## src/rtl/dcache_pkg.sv

```systemverilog
// Shared types, constants and address-field helpers for the data cache controller.
package dcache_pkg;

  localparam int unsigned WORDS_PER_LINE = 4;
  localparam int unsigned OFFSET_BITS    = 4;
  localparam int unsigned ADDR_MAX       = 64;

  // Legacy state encodings kept so existing decode tables still line up.
  localparam logic [1:0] ST_IDLE   = 2'd0;
  localparam logic [1:0] ST_REFILL = 2'd1;
  localparam logic [1:0] ST_WRITE  = 2'd2;

  typedef enum logic [1:0] {
    IDLE   = ST_IDLE,
    REFILL = ST_REFILL,
    WRITE  = ST_WRITE
  } state_t;

  // Line index: the INDEX_BITS just above the byte/word offset.
  function automatic logic [ADDR_MAX-1:0] addr_index(input logic [ADDR_MAX-1:0] addr,
                                                     input int unsigned index_bits);
    logic [ADDR_MAX-1:0] mask;
    mask = (ADDR_MAX'(1) << index_bits) - ADDR_MAX'(1);
    return (addr >> OFFSET_BITS) & mask;
  endfunction

  // Tag: everything above the index.
  function automatic logic [ADDR_MAX-1:0] addr_tag(input logic [ADDR_MAX-1:0] addr,
                                                   input int unsigned index_bits);
    return addr >> (OFFSET_BITS + index_bits);
  endfunction

  // Word slot within the 4-word line.
  function automatic logic [1:0] addr_word(input logic [ADDR_MAX-1:0] addr);
    return 2'(addr >> 2);
  endfunction

endpackage

```

## src/rtl/dcache_ctrl_if.sv

```systemverilog
// CPU-side access and memory-side handshake bundle of the data cache controller.
interface dcache_ctrl_if #(
  parameter int unsigned DATA_WIDTH = 32,
  parameter int unsigned LINES      = 8
);
  localparam int unsigned INDEX_BITS = $clog2(LINES);

  logic                  cpu_req;
  logic                  cpu_we;
  logic [DATA_WIDTH-1:0] cpu_addr;
  logic                  flush;
  logic                  stall;
  logic                  hit;
  logic                  cache_we;
  logic                  fill_we;
  logic [1:0]            fill_word;
  logic [INDEX_BITS-1:0] fill_index;
  logic                  mem_req;
  logic                  mem_we;
  logic [DATA_WIDTH-1:0] mem_addr;
  logic                  mem_ready;

  // Environment side: CPU requests plus the memory's ready response.
  modport master (
    output cpu_req, cpu_we, cpu_addr, flush, mem_ready,
    input  stall, hit, cache_we, fill_we, fill_word, fill_index,
           mem_req, mem_we, mem_addr
  );

  // Controller side.
  modport slave (
    input  cpu_req, cpu_we, cpu_addr, flush, mem_ready,
    output stall, hit, cache_we, fill_we, fill_word, fill_index,
           mem_req, mem_we, mem_addr
  );
endinterface

```

## src/rtl/dcache_tag_store.sv

```systemverilog
// Valid bits and tag array for a direct-mapped cache: one read port, one write port.
module dcache_tag_store #(
  parameter int unsigned LINES    = 8,
  parameter int unsigned TAG_BITS = 25
) (
  input  logic                     clk,
  input  logic                     rst,
  input  logic                     clear,
  input  logic [$clog2(LINES)-1:0] rd_index,
  output logic                     rd_valid,
  output logic [TAG_BITS-1:0]      rd_tag,
  input  logic                     wr_en,
  input  logic [$clog2(LINES)-1:0] wr_index,
  input  logic [TAG_BITS-1:0]      wr_tag
);
  logic [LINES-1:0]    valid;
  logic [TAG_BITS-1:0] tags [LINES];

  // Valid bits: async reset, synchronous flush, set on line fill.
  always_ff @(posedge clk or posedge rst) begin
    if (rst)        valid <= '0;
    else if (clear) valid <= '0;
    else if (wr_en) valid[wr_index] <= 1'b1;
  end

  // Tag array is not reset; the valid bits gate any stale contents.
  always_ff @(posedge clk) begin
    if (wr_en) tags[wr_index] <= wr_tag;
  end

  assign rd_valid = valid[rd_index];
  assign rd_tag   = tags[rd_index];
endmodule

```

## src/rtl/dcache_ctrl.sv

```systemverilog
// Direct-mapped write-through data cache controller: lookup, 4-word refill, store write-through.
module dcache_ctrl
  import dcache_pkg::*;
#(
  parameter int unsigned DATA_WIDTH = 32,
  parameter int unsigned LINES      = 8
) (
  input logic          clk,
  input logic          rst,
  dcache_ctrl_if.slave bus
);
  localparam int unsigned INDEX_BITS = $clog2(LINES);
  localparam int unsigned TAG_BITS   = DATA_WIDTH - OFFSET_BITS - INDEX_BITS;

  state_t                state, state_n;
  logic [1:0]            cnt, cnt_n;
  logic                  hit_q, hit_q_n;
  logic [INDEX_BITS-1:0] index;
  logic [TAG_BITS-1:0]   tag;
  logic                  rd_valid;
  logic [TAG_BITS-1:0]   rd_tag;
  logic                  lookup;
  logic                  flush_clr, tag_we;

  assign index  = INDEX_BITS'(addr_index(ADDR_MAX'(bus.cpu_addr), INDEX_BITS));
  assign tag    = TAG_BITS'(addr_tag(ADDR_MAX'(bus.cpu_addr), INDEX_BITS));
  assign lookup = bus.cpu_req & rd_valid & (rd_tag == tag);

  dcache_tag_store #(
    .LINES    (LINES),
    .TAG_BITS (TAG_BITS)
  ) u_tags (
    .clk      (clk),
    .rst      (rst),
    .clear    (flush_clr),
    .rd_index (index),
    .rd_valid (rd_valid),
    .rd_tag   (rd_tag),
    .wr_en    (tag_we),
    .wr_index (index),
    .wr_tag   (tag)
  );

  // State, refill beat counter and latched store-hit flag.
  always_ff @(posedge clk or posedge rst) begin
    if (rst) begin
      state <= IDLE;
      cnt   <= '0;
      hit_q <= 1'b0;
    end else begin
      state <= state_n;
      cnt   <= cnt_n;
      hit_q <= hit_q_n;
    end
  end

  // Next state and outputs; everything is held low while reset is asserted.
  always_comb begin
    state_n        = state;
    cnt_n          = cnt;
    hit_q_n        = hit_q;
    flush_clr      = 1'b0;
    tag_we         = 1'b0;
    bus.stall      = 1'b0;
    bus.hit        = 1'b0;
    bus.cache_we   = 1'b0;
    bus.fill_we    = 1'b0;
    bus.fill_word  = '0;
    bus.fill_index = '0;
    bus.mem_req    = 1'b0;
    bus.mem_we     = 1'b0;
    bus.mem_addr   = '0;
    if (!rst) begin
      case (state)
        IDLE: begin
          if (bus.flush) begin
            // Flush takes priority; a pending access is retried after the clear.
            flush_clr = 1'b1;
            bus.stall = bus.cpu_req;
          end else if (bus.cpu_req) begin
            bus.hit = lookup;
            if (bus.cpu_we) begin
              bus.stall = 1'b1;
              hit_q_n   = lookup;
              state_n   = WRITE;
            end else if (!lookup) begin
              bus.stall = 1'b1;
              cnt_n     = '0;
              state_n   = REFILL;
            end
          end
        end
        REFILL: begin
          bus.mem_req  = 1'b1;
          bus.stall    = 1'b1;
          bus.mem_addr = {bus.cpu_addr[DATA_WIDTH-1:OFFSET_BITS], cnt, 2'b00};
          if (bus.mem_ready) begin
            bus.fill_we    = 1'b1;
            bus.fill_word  = cnt;
            bus.fill_index = index;
            cnt_n          = cnt + 2'd1;
            if (cnt == 2'(WORDS_PER_LINE - 1)) begin
              tag_we  = 1'b1;
              state_n = IDLE;
            end
          end
        end
        WRITE: begin
          bus.mem_req  = 1'b1;
          bus.mem_we   = 1'b1;
          bus.stall    = 1'b1;
          bus.mem_addr = {bus.cpu_addr[DATA_WIDTH-1:2], 2'b00};
          if (bus.mem_ready) begin
            bus.stall      = 1'b0;
            bus.cache_we   = hit_q;
            bus.fill_index = index;
            state_n        = IDLE;
          end
        end
        default: state_n = IDLE;
      endcase
    end
  end
endmodule

```

## src/flat_wrapper.sv

```systemverilog
// flat-port wrapper written by rule: the top's interface ports become plain ports
module dcache_ctrl_flat import dcache_pkg::*;
#(
  parameter int unsigned DATA_WIDTH = 32,
  parameter int unsigned LINES      = 8
)
  (clk, rst, bus_cpu_req, bus_cpu_we, bus_cpu_addr, bus_flush, bus_mem_ready, bus_stall, bus_hit, bus_cache_we, bus_fill_we, bus_fill_word, bus_fill_index, bus_mem_req, bus_mem_we, bus_mem_addr);
  dcache_ctrl_if #(.DATA_WIDTH(DATA_WIDTH), .LINES(LINES)) bus_i ();
  input logic clk;
  input logic rst;
  input wire logic [$bits(bus_i.cpu_req)-1:0] bus_cpu_req;
  input wire logic [$bits(bus_i.cpu_we)-1:0] bus_cpu_we;
  input wire logic [$bits(bus_i.cpu_addr)-1:0] bus_cpu_addr;
  input wire logic [$bits(bus_i.flush)-1:0] bus_flush;
  input wire logic [$bits(bus_i.mem_ready)-1:0] bus_mem_ready;
  output wire logic [$bits(bus_i.stall)-1:0] bus_stall;
  output wire logic [$bits(bus_i.hit)-1:0] bus_hit;
  output wire logic [$bits(bus_i.cache_we)-1:0] bus_cache_we;
  output wire logic [$bits(bus_i.fill_we)-1:0] bus_fill_we;
  output wire logic [$bits(bus_i.fill_word)-1:0] bus_fill_word;
  output wire logic [$bits(bus_i.fill_index)-1:0] bus_fill_index;
  output wire logic [$bits(bus_i.mem_req)-1:0] bus_mem_req;
  output wire logic [$bits(bus_i.mem_we)-1:0] bus_mem_we;
  output wire logic [$bits(bus_i.mem_addr)-1:0] bus_mem_addr;
  assign bus_i.cpu_req = bus_cpu_req;
  assign bus_i.cpu_we = bus_cpu_we;
  assign bus_i.cpu_addr = bus_cpu_addr;
  assign bus_i.flush = bus_flush;
  assign bus_i.mem_ready = bus_mem_ready;
  assign bus_stall = bus_i.stall;
  assign bus_hit = bus_i.hit;
  assign bus_cache_we = bus_i.cache_we;
  assign bus_fill_we = bus_i.fill_we;
  assign bus_fill_word = bus_i.fill_word;
  assign bus_fill_index = bus_i.fill_index;
  assign bus_mem_req = bus_i.mem_req;
  assign bus_mem_we = bus_i.mem_we;
  assign bus_mem_addr = bus_i.mem_addr;
  dcache_ctrl #(.DATA_WIDTH(DATA_WIDTH), .LINES(LINES)) u_core (.clk(clk), .rst(rst), .bus(bus_i));
endmodule
```

## config.mk

```make
export PLATFORM = sky130hd
export DESIGN_NAME = dcache_ctrl_flat
export DESIGN_NICKNAME = d
export VERILOG_FILES = /design/src/rtl/dcache_pkg.sv /design/src/rtl/dcache_ctrl_if.sv /design/src/rtl/dcache_tag_store.sv /design/src/rtl/dcache_ctrl.sv /design/src/flat_wrapper.sv
export SDC_FILE = /design/constraint.sdc
export NUM_CORES = 1
export LEC_CHECK = 0
export ABC_AREA = 1
export BUFFER_PORTS_ARGS = -buffer_cell sky130_fd_sc_hd__buf_2
export CORE_MARGIN = 2
export CORE_UTILIZATION = 55
export DETAILED_ROUTE_END_ITERATION = 6
export GPL_TIMING_DRIVEN = 0
export MAX_ROUTING_LAYER = met4
export PLACE_DENSITY = 0.74
export SLEW_MARGIN = 20
export SYNTH_ARGS = -nofsm -noshare
export SYNTH_HDL_FRONTEND = slang
export SYNTH_SLANG_ARGS = --single-unit
```

## constraint.sdc

```tcl
create_clock -name clk -period 4.9 [get_ports clk]
set_clock_uncertainty 0.2 [all_clocks]
set_input_delay 0.98 -clock clk [delete_from_list [all_inputs] [get_ports clk]]
set_output_delay 0.98 -clock clk [all_outputs]
set_load 0.01 [all_outputs]
```

Word-level counts from Yosys, hierarchy flattened --
Memories as Yosys holds them, arrays and structs flattened. Index checks and enable logic that the tools add are counted.
Storage, ports and cells: register bits after elaboration 13, RAM bits 200, input port bits 38, output and inout port bits 43, logic and storage cells 91, memories kept 1
Memories:
- u_core.u_tags.tags | words 8, width 25, read ports 1, clocked after Yosys merged registers in 0, write ports 1, line dcache_tag_store.sv:17 | logic [TAG_BITS-1:0] tags [LINES];
Operators by class: $add $sub $neg 1, magnitude comparators 2, equality and inequality tests 12, mux-type cells 58, bitwise logic cells 5, reduce and logical (&&, ||, !) cells 8
Operators with widths (count):
- $pmux W32 S2 | 1
- $mux W32 | 1
- $mux W1 | 31
- $mux W2 | 15
- $eq A25 B25 Y1 | 1
- $mux W8 | 2
- $reduce_and A7 Y1 | 2
- $ne A2 B2 Y1 const B | 6
- $mux W3 | 3
- $or A8 B8 Y8 | 1
- $pmux W2 S3 | 1
- $reduce_and A5 Y1 | 1
- $eq A2 B2 Y1 const B | 2
- $lt A3 B4 Y1 const B | 1
- $pmux W2 S2 | 1
- $reduce_bool A2 Y1 | 2
- $bmux W1 S3 | 1
- $demux W1 S3 | 1
- $ge A3 B1 Y1 const B | 1
- $ne A3 B3 Y1 const B | 1
- $pmux W1 S3 | 1
- $add A2 B1 Y2 const B | 1
- $and A1 B1 Y1 | 2
- $eq A2 B1 Y1 const B | 1
- other kinds (5) | 6

Logic depth before layout (Yosys ltp) --
word-level depth 10, depth in mapped cells 19, gate-level depth less buffers 17

Cells and area by module --
From an unflattened synthesis, not the netlist that was laid out.
Unflattened totals: cell total of the unflattened synthesis 1203, area, all modules 10442.5 um2
Modules (own cells, without submodules):
- dcache_tag_store | instances 1, cells an instance 937, area each 9171.3 um2, seq. area each 6206.0 um2
- dcache_ctrl | instances 1, cells an instance 266, area each 1271.2 um2, seq. area each 125.1 um2

Worst setup path after synthesis --
OpenSTA, ideal clock, no wires.
path kind input-to-reg, start input port rst, end memory u_core.u_tags.tags[6][0] (enable), setup time 408 ps, arrival 3071 ps, required time 4292 ps, setup slack 1221 ps, stages on the path 7, path buffers 0, path through inv_1 nand2_1 nor2_1 nand2_1 nor2_1 inv_1 nor2_1
Between the ends: cells in the longest elaborated chain, start to end 3
Ends and longest elaborated chain:
- from (decl) | line flat_wrapper.sv:10 | input logic rst;
- $mux W1 | line dcache_ctrl.sv:73 | if (!rst) begin
- $mux W1 | line dcache_tag_store.sv:28 | if (wr_en) tags[wr_index] <= wr_tag;
- $mux W1 (not written as such) | line dcache_tag_store.sv:28
- to (decl) | line dcache_tag_store.sv:17
No other way between the ends.

Worst setup path in the final report --
start input port bus_cpu_addr[5], end output port bus_stall
Between the ends: cells in the longest elaborated chain, start to end 10, elaborated cells between the ends (all ways) 12, those cells by class 1 x eq/ne; 8 x mux; 2 x bitwise; 1 x memory
Ends and longest elaborated chain:
- from (decl) | line flat_wrapper.sv:13 | input wire logic [$bits(bus_i.cpu_addr)-1:0] bus_cpu_addr;
- branches (longest 3 deep; another with $mem_v2 Z8 W25)
- $and A1 B1 Y1 (*) | line dcache_ctrl.sv:27 | assign lookup = bus.cpu_req & rd_valid & (rd_tag == tag);
- $mux W1 (*) | line dcache_ctrl.sv:86 | end else if (!lookup) begin
- $mux W1 (*) | line dcache_ctrl.sv:82 | if (bus.cpu_we) begin
- $mux W1 (*) | line dcache_ctrl.sv:80 | end else if (bus.cpu_req) begin
- $mux W1 (*) | line dcache_ctrl.sv:76 | if (bus.flush) begin
- $pmux W1 S3 (*) | line dcache_ctrl.sv:74 | case (state)
- $mux W1 (*) | line dcache_ctrl.sv:73
- to (decl) | line flat_wrapper.sv:16 | output wire logic [$bits(bus_i.stall)-1:0] bus_stall;
Mark *: on every way between the ends. The select of a mux whose other input is x is not followed.

==> run summary <==
Number of register bits inferred by synthesis: 213. The post-layout minimum cycle time was 4.35 ns. The area growth from synthesis to layout is 16.4%.

The routed layout has 7882 vias. The worst setup slack before clock tree synthesis came out at 0.630 ns. Once placement finished, the instance area stood at 11100 µm². Most frequent standard cell in the layout excluding fill and tap cells: sky130_fd_sc_hd__nand2_1. The effective utilization at floorplan was 0.564.

The top cell types in the final layout, fill and taps aside, are sky130_fd_sc_hd__nand2_1 (308), sky130_fd_sc_hd__edfxtp_1 (200), sky130_fd_sc_hd__inv_1 (163), sky130_fd_sc_hd__nor2_1 (138), sky130_fd_sc_hd__buf_2 (85). Setup slack on the critical path of the routed design comes to 0.549 ns. Clock-pin slew was measured on the worst setup and hold paths at 0.06 ns. Based on the critical path, the design can be clocked at up to 0.230 GHz. The top cell type's share of synthesized area is 0.588, and the number of antenna violations at the first check in global routing is 0. The required time of the critical path was 3.72 ns. The floorplan has 49 rows.

The routed wire length was 27500 µm; the total of max-cap violations was 0. The total power divided by cell area is 385 nW/µm². The compound-cell area share of the yosys netlist is 0.0337. The net count reported at finish is 1240. In the final timing run, aggregate negative setup slack is 0 ns.

The transition time of the tightest slew-check pin is 0.902 ns. The logs give 18100 µm² for the core region area and 0 for the number of instances resized during post-cts repair. Entering global routing, the biggest net connects 22 pins.

Cell type with the highest occurrence count on the critical path: sky130_fd_sc_hd__nand2_1. The type of element capturing the critical path is an output port. A synthesized cell averages 9.36 µm². Portion of total power attributed to combinational logic: 0.175.

By area, the combinational part of the netlist is dominated by simple AND/OR/NAND/NOR gates. After detailed routing, the number of vias per cell comes to 5.47. The post-route core utilization was 0.657. The area fraction in and, or, nand and nor cells after synthesis is 0.247, and the total routing usage reported by global routing is 0.290.

Setup violations remaining at the end of the flow were counted as 0. Walking the worst path, the cells encountered are buf_6 -> nor2_8 -> buf_2 -> nand3_1 -> nand2_1 -> o21ai_0 -> nand2_1 -> nand2_1 -> nor2_1 -> nand2_1 -> nor2_2 -> nand3_1 -> nand2_1 -> a21oi_1 -> buf_2. In this design, the stage delay of the slowest critical-path cell is 0.36 ns. Setup repair after global routing left no endpoint under its margin.

The share of power burned in the clock network was 0.382. TritonCTS built the clock tree. The clock passes through at most 3 buffers.

Counting every instance in the synthesized netlist gives 1090. The final-layout worst hold slack is 0.300 ns. The largest area contributor in the synthesized netlist was sky130_fd_sc_hd__edfxtp_1. The width of the die was 140 µm; the global route total overflow was 0. The cell with the biggest individual delay on the critical path is sky130_fd_sc_hd__buf_2. The flow ran to the end, and the final reports show no timing, DRC or antenna violations. The finished cells cover 11900 µm². The clock reaches the later pin of the worst-skew pair after 0.51 ns. The register area share after synthesis is 0.620. Final hold violation count: 0.

In this run the worst hold path is classified as reg -> reg. Buffers inserted during clock tree synthesis total 23. The logs give 0.963 for the placer congestion estimate and 0 for the synthesis warning total.

In the routed design, unresolved DRC markers number 0. For this run, the detailed router's first-pass iteration total came to 6. The repair_antennas step left the layout with diodes totalling 0.

Number of library cell types mapped by synthesis: 35. The share of synthesized cell area in full adder, half adder and majority cells is 0.00613. The worst slew slack as a fraction of its limit came out at 0.396. The y dimension of the die is 140 µm. Maximum level of the CTS H-tree: 1. Once detailed placement completed, the half-perimeter wirelength came to 18600 µm. The total standard cell area after synthesis was 10200 µm²; the internal power component was 3.31 mW. The mean routed wirelength per cell is 19.1 µm. For the post-cts hold buffer count, the log shows 0.

Fraction of power consumed by sequential logic: 0.443. The tools report the kind of launch point of the worst setup path as a primary input. The worst-case vdd ir drop came out at 414 µV. The worst setup path is of the in -> out kind. The logs give 773 for the starting DRC count in detailed routing and 5.31 nW for the leakage component of the power. The ratio of final minimum period to clock period was 0.888.

Count of input and output buffers: 73. After synthesis, the cell types taking the most area are sky130_fd_sc_hd__edfxtp_1 (59%), sky130_fd_sc_hd__nand2_1 (11%), sky130_fd_sc_hd__inv_1 (6.0%). The worst path arrival time was 3.17 ns; the area share of xor/xnor cells in the synthesized design was 0. The tree is rooted in a sky130_fd_sc_hd__clkbuf_16. The switching part of the total is 0.278, and the number of global-route vias before repair is 7249.

The run gives 81 as the I/O pin total. The floorplan step defined a die boundary enclosing 19700 µm². Along the worst path, the maximum fanout reaches 10. Multiplexer area fraction after synthesis: 0. The count of nets left with antenna violations after detail routing came out at 0. The fraction of final layout cells with drive strength greater than 1 is 0.144, and the number of setup buffers added after CTS is 0.

The first global-routing pass estimated 41400 µm of wire. For this design, the sink count on the clock tree is 213. The analysis attributes to net switching a power of 1.27 mW. The max-slew violation count is 0.
## final timing paths
path	from	endpoint	slack [ns]	cells past startpoint
worst max-delay path	bus_cpu_addr[5]	bus_stall	0.55	15
worst min-delay path	u_core.u_tags.valid[7]	u_core.u_tags.valid[7]	0.30	2
worst max register to register	u_core.state[1]	u_core.u_tags.tags[5][6]	2.14	9
max in group asynchronous	rst	u_core.u_tags.valid[4]	3.76	2
min in group asynchronous	rst	u_core.state[0]	0.36	2
worst min register to register	u_core.u_tags.valid[7]	u_core.u_tags.valid[7]	0.30	2
## critical path: cells and delay by family
family / cells / cell delay [ns]
buf+inv: 3 / 0.64
compound gates: 2 / 0.15
simple gates: 10 / 1.37
## kinds of logic after synthesis
kind of cell / count (synthesis)
and+or+nand+nor: 596
buffers and inverters: 213
DFF: 213
AOI/OAI and AO/OA: 62
adders and majority gates: 5
other: 1
## metal layers
metal	track usage	wire (µm)
met2	0.444	12700
met4	0.130	1310
met1	0.387	11200
met3	0.0431	2300
met5	-	0
## registers in the layout, summed over array words and instances (netlist names)
name and flops:
u_core.u_tags.tags 200, u_core.u_tags.valid 8, u_core.cnt 2, u_core.state 2, u_core.hit_q 1
## synth_stat cells
cell type                  count
sky130_fd_sc_hd__nand2_1     308
sky130_fd_sc_hd__edfxtp_1    200
sky130_fd_sc_hd__inv_1       163
sky130_fd_sc_hd__nor2_1      146
sky130_fd_sc_hd__nand3_1      68
sky130_fd_sc_hd__nor3_1       33
sky130_fd_sc_hd__o21ai_1      25
sky130_fd_sc_hd__o21ai_0      15
sky130_fd_sc_hd__or2_1        14
sky130_fd_sc_hd__dfrtp_1      13
sky130_fd_sc_hd__buf_2        12
sky130_fd_sc_hd__buf_6        12
sky130_fd_sc_hd__buf_4        10
sky130_fd_sc_hd__a21oi_1       9
sky130_fd_sc_hd__o211ai_1      9
sky130_fd_sc_hd__inv_2         8
sky130_fd_sc_hd__nor2_2        6
sky130_fd_sc_hd__clkbuf_1      5
sky130_fd_sc_hd__ha_1          5
sky130_fd_sc_hd__nand3b_1      5
sky130_fd_sc_hd__nand4_1       4
sky130_fd_sc_hd__or2_0         4
sky130_fd_sc_hd__inv_4         2
sky130_fd_sc_hd__nand3_2       2
sky130_fd_sc_hd__nor2_8        2
sky130_fd_sc_hd__a211oi_1      1
sky130_fd_sc_hd__a21boi_1      1
sky130_fd_sc_hd__clkinv_1      1
sky130_fd_sc_hd__conb_1        1
sky130_fd_sc_hd__nand2_2       1
sky130_fd_sc_hd__nand2_4       1
sky130_fd_sc_hd__nor2_4        1
sky130_fd_sc_hd__o21ba_2       1
sky130_fd_sc_hd__o22ai_1       1
sky130_fd_sc_hd__or2_2         1
## power groups by stage
stage | sequential, mW | clock, mW | combinational [mW]
after CTS | 2.03 | 1.76 | 0.790
final | 2.03 | 1.75 | 0.803
after detailed placement | 2.07 | 0 | 0.780
after global placement | 2.06 | 0 | 0.766
after floorplan | 2.06 | 0 | 0.461
after global routing | 2.03 | 1.84 | 0.866
## layout make-up
class	count	area, µm²
buffer	39	289
multi-input combinational	665	2990
tap	229	287
fill	1429	6200
timing repair buffer	81	578
clock inverter	11	146
clock buffer	30	602
sequential	213	6330
inverter	174	658
## stage by stage
stage,instances,total power [mW]
after CTS,1442,4.57
after global placement,1393,2.83
after floorplan,1091,2.52
after global routing,1442,4.73
after detailed placement,1401,2.85
final,1442,4.58
Power figures use the tool's default switching activity.
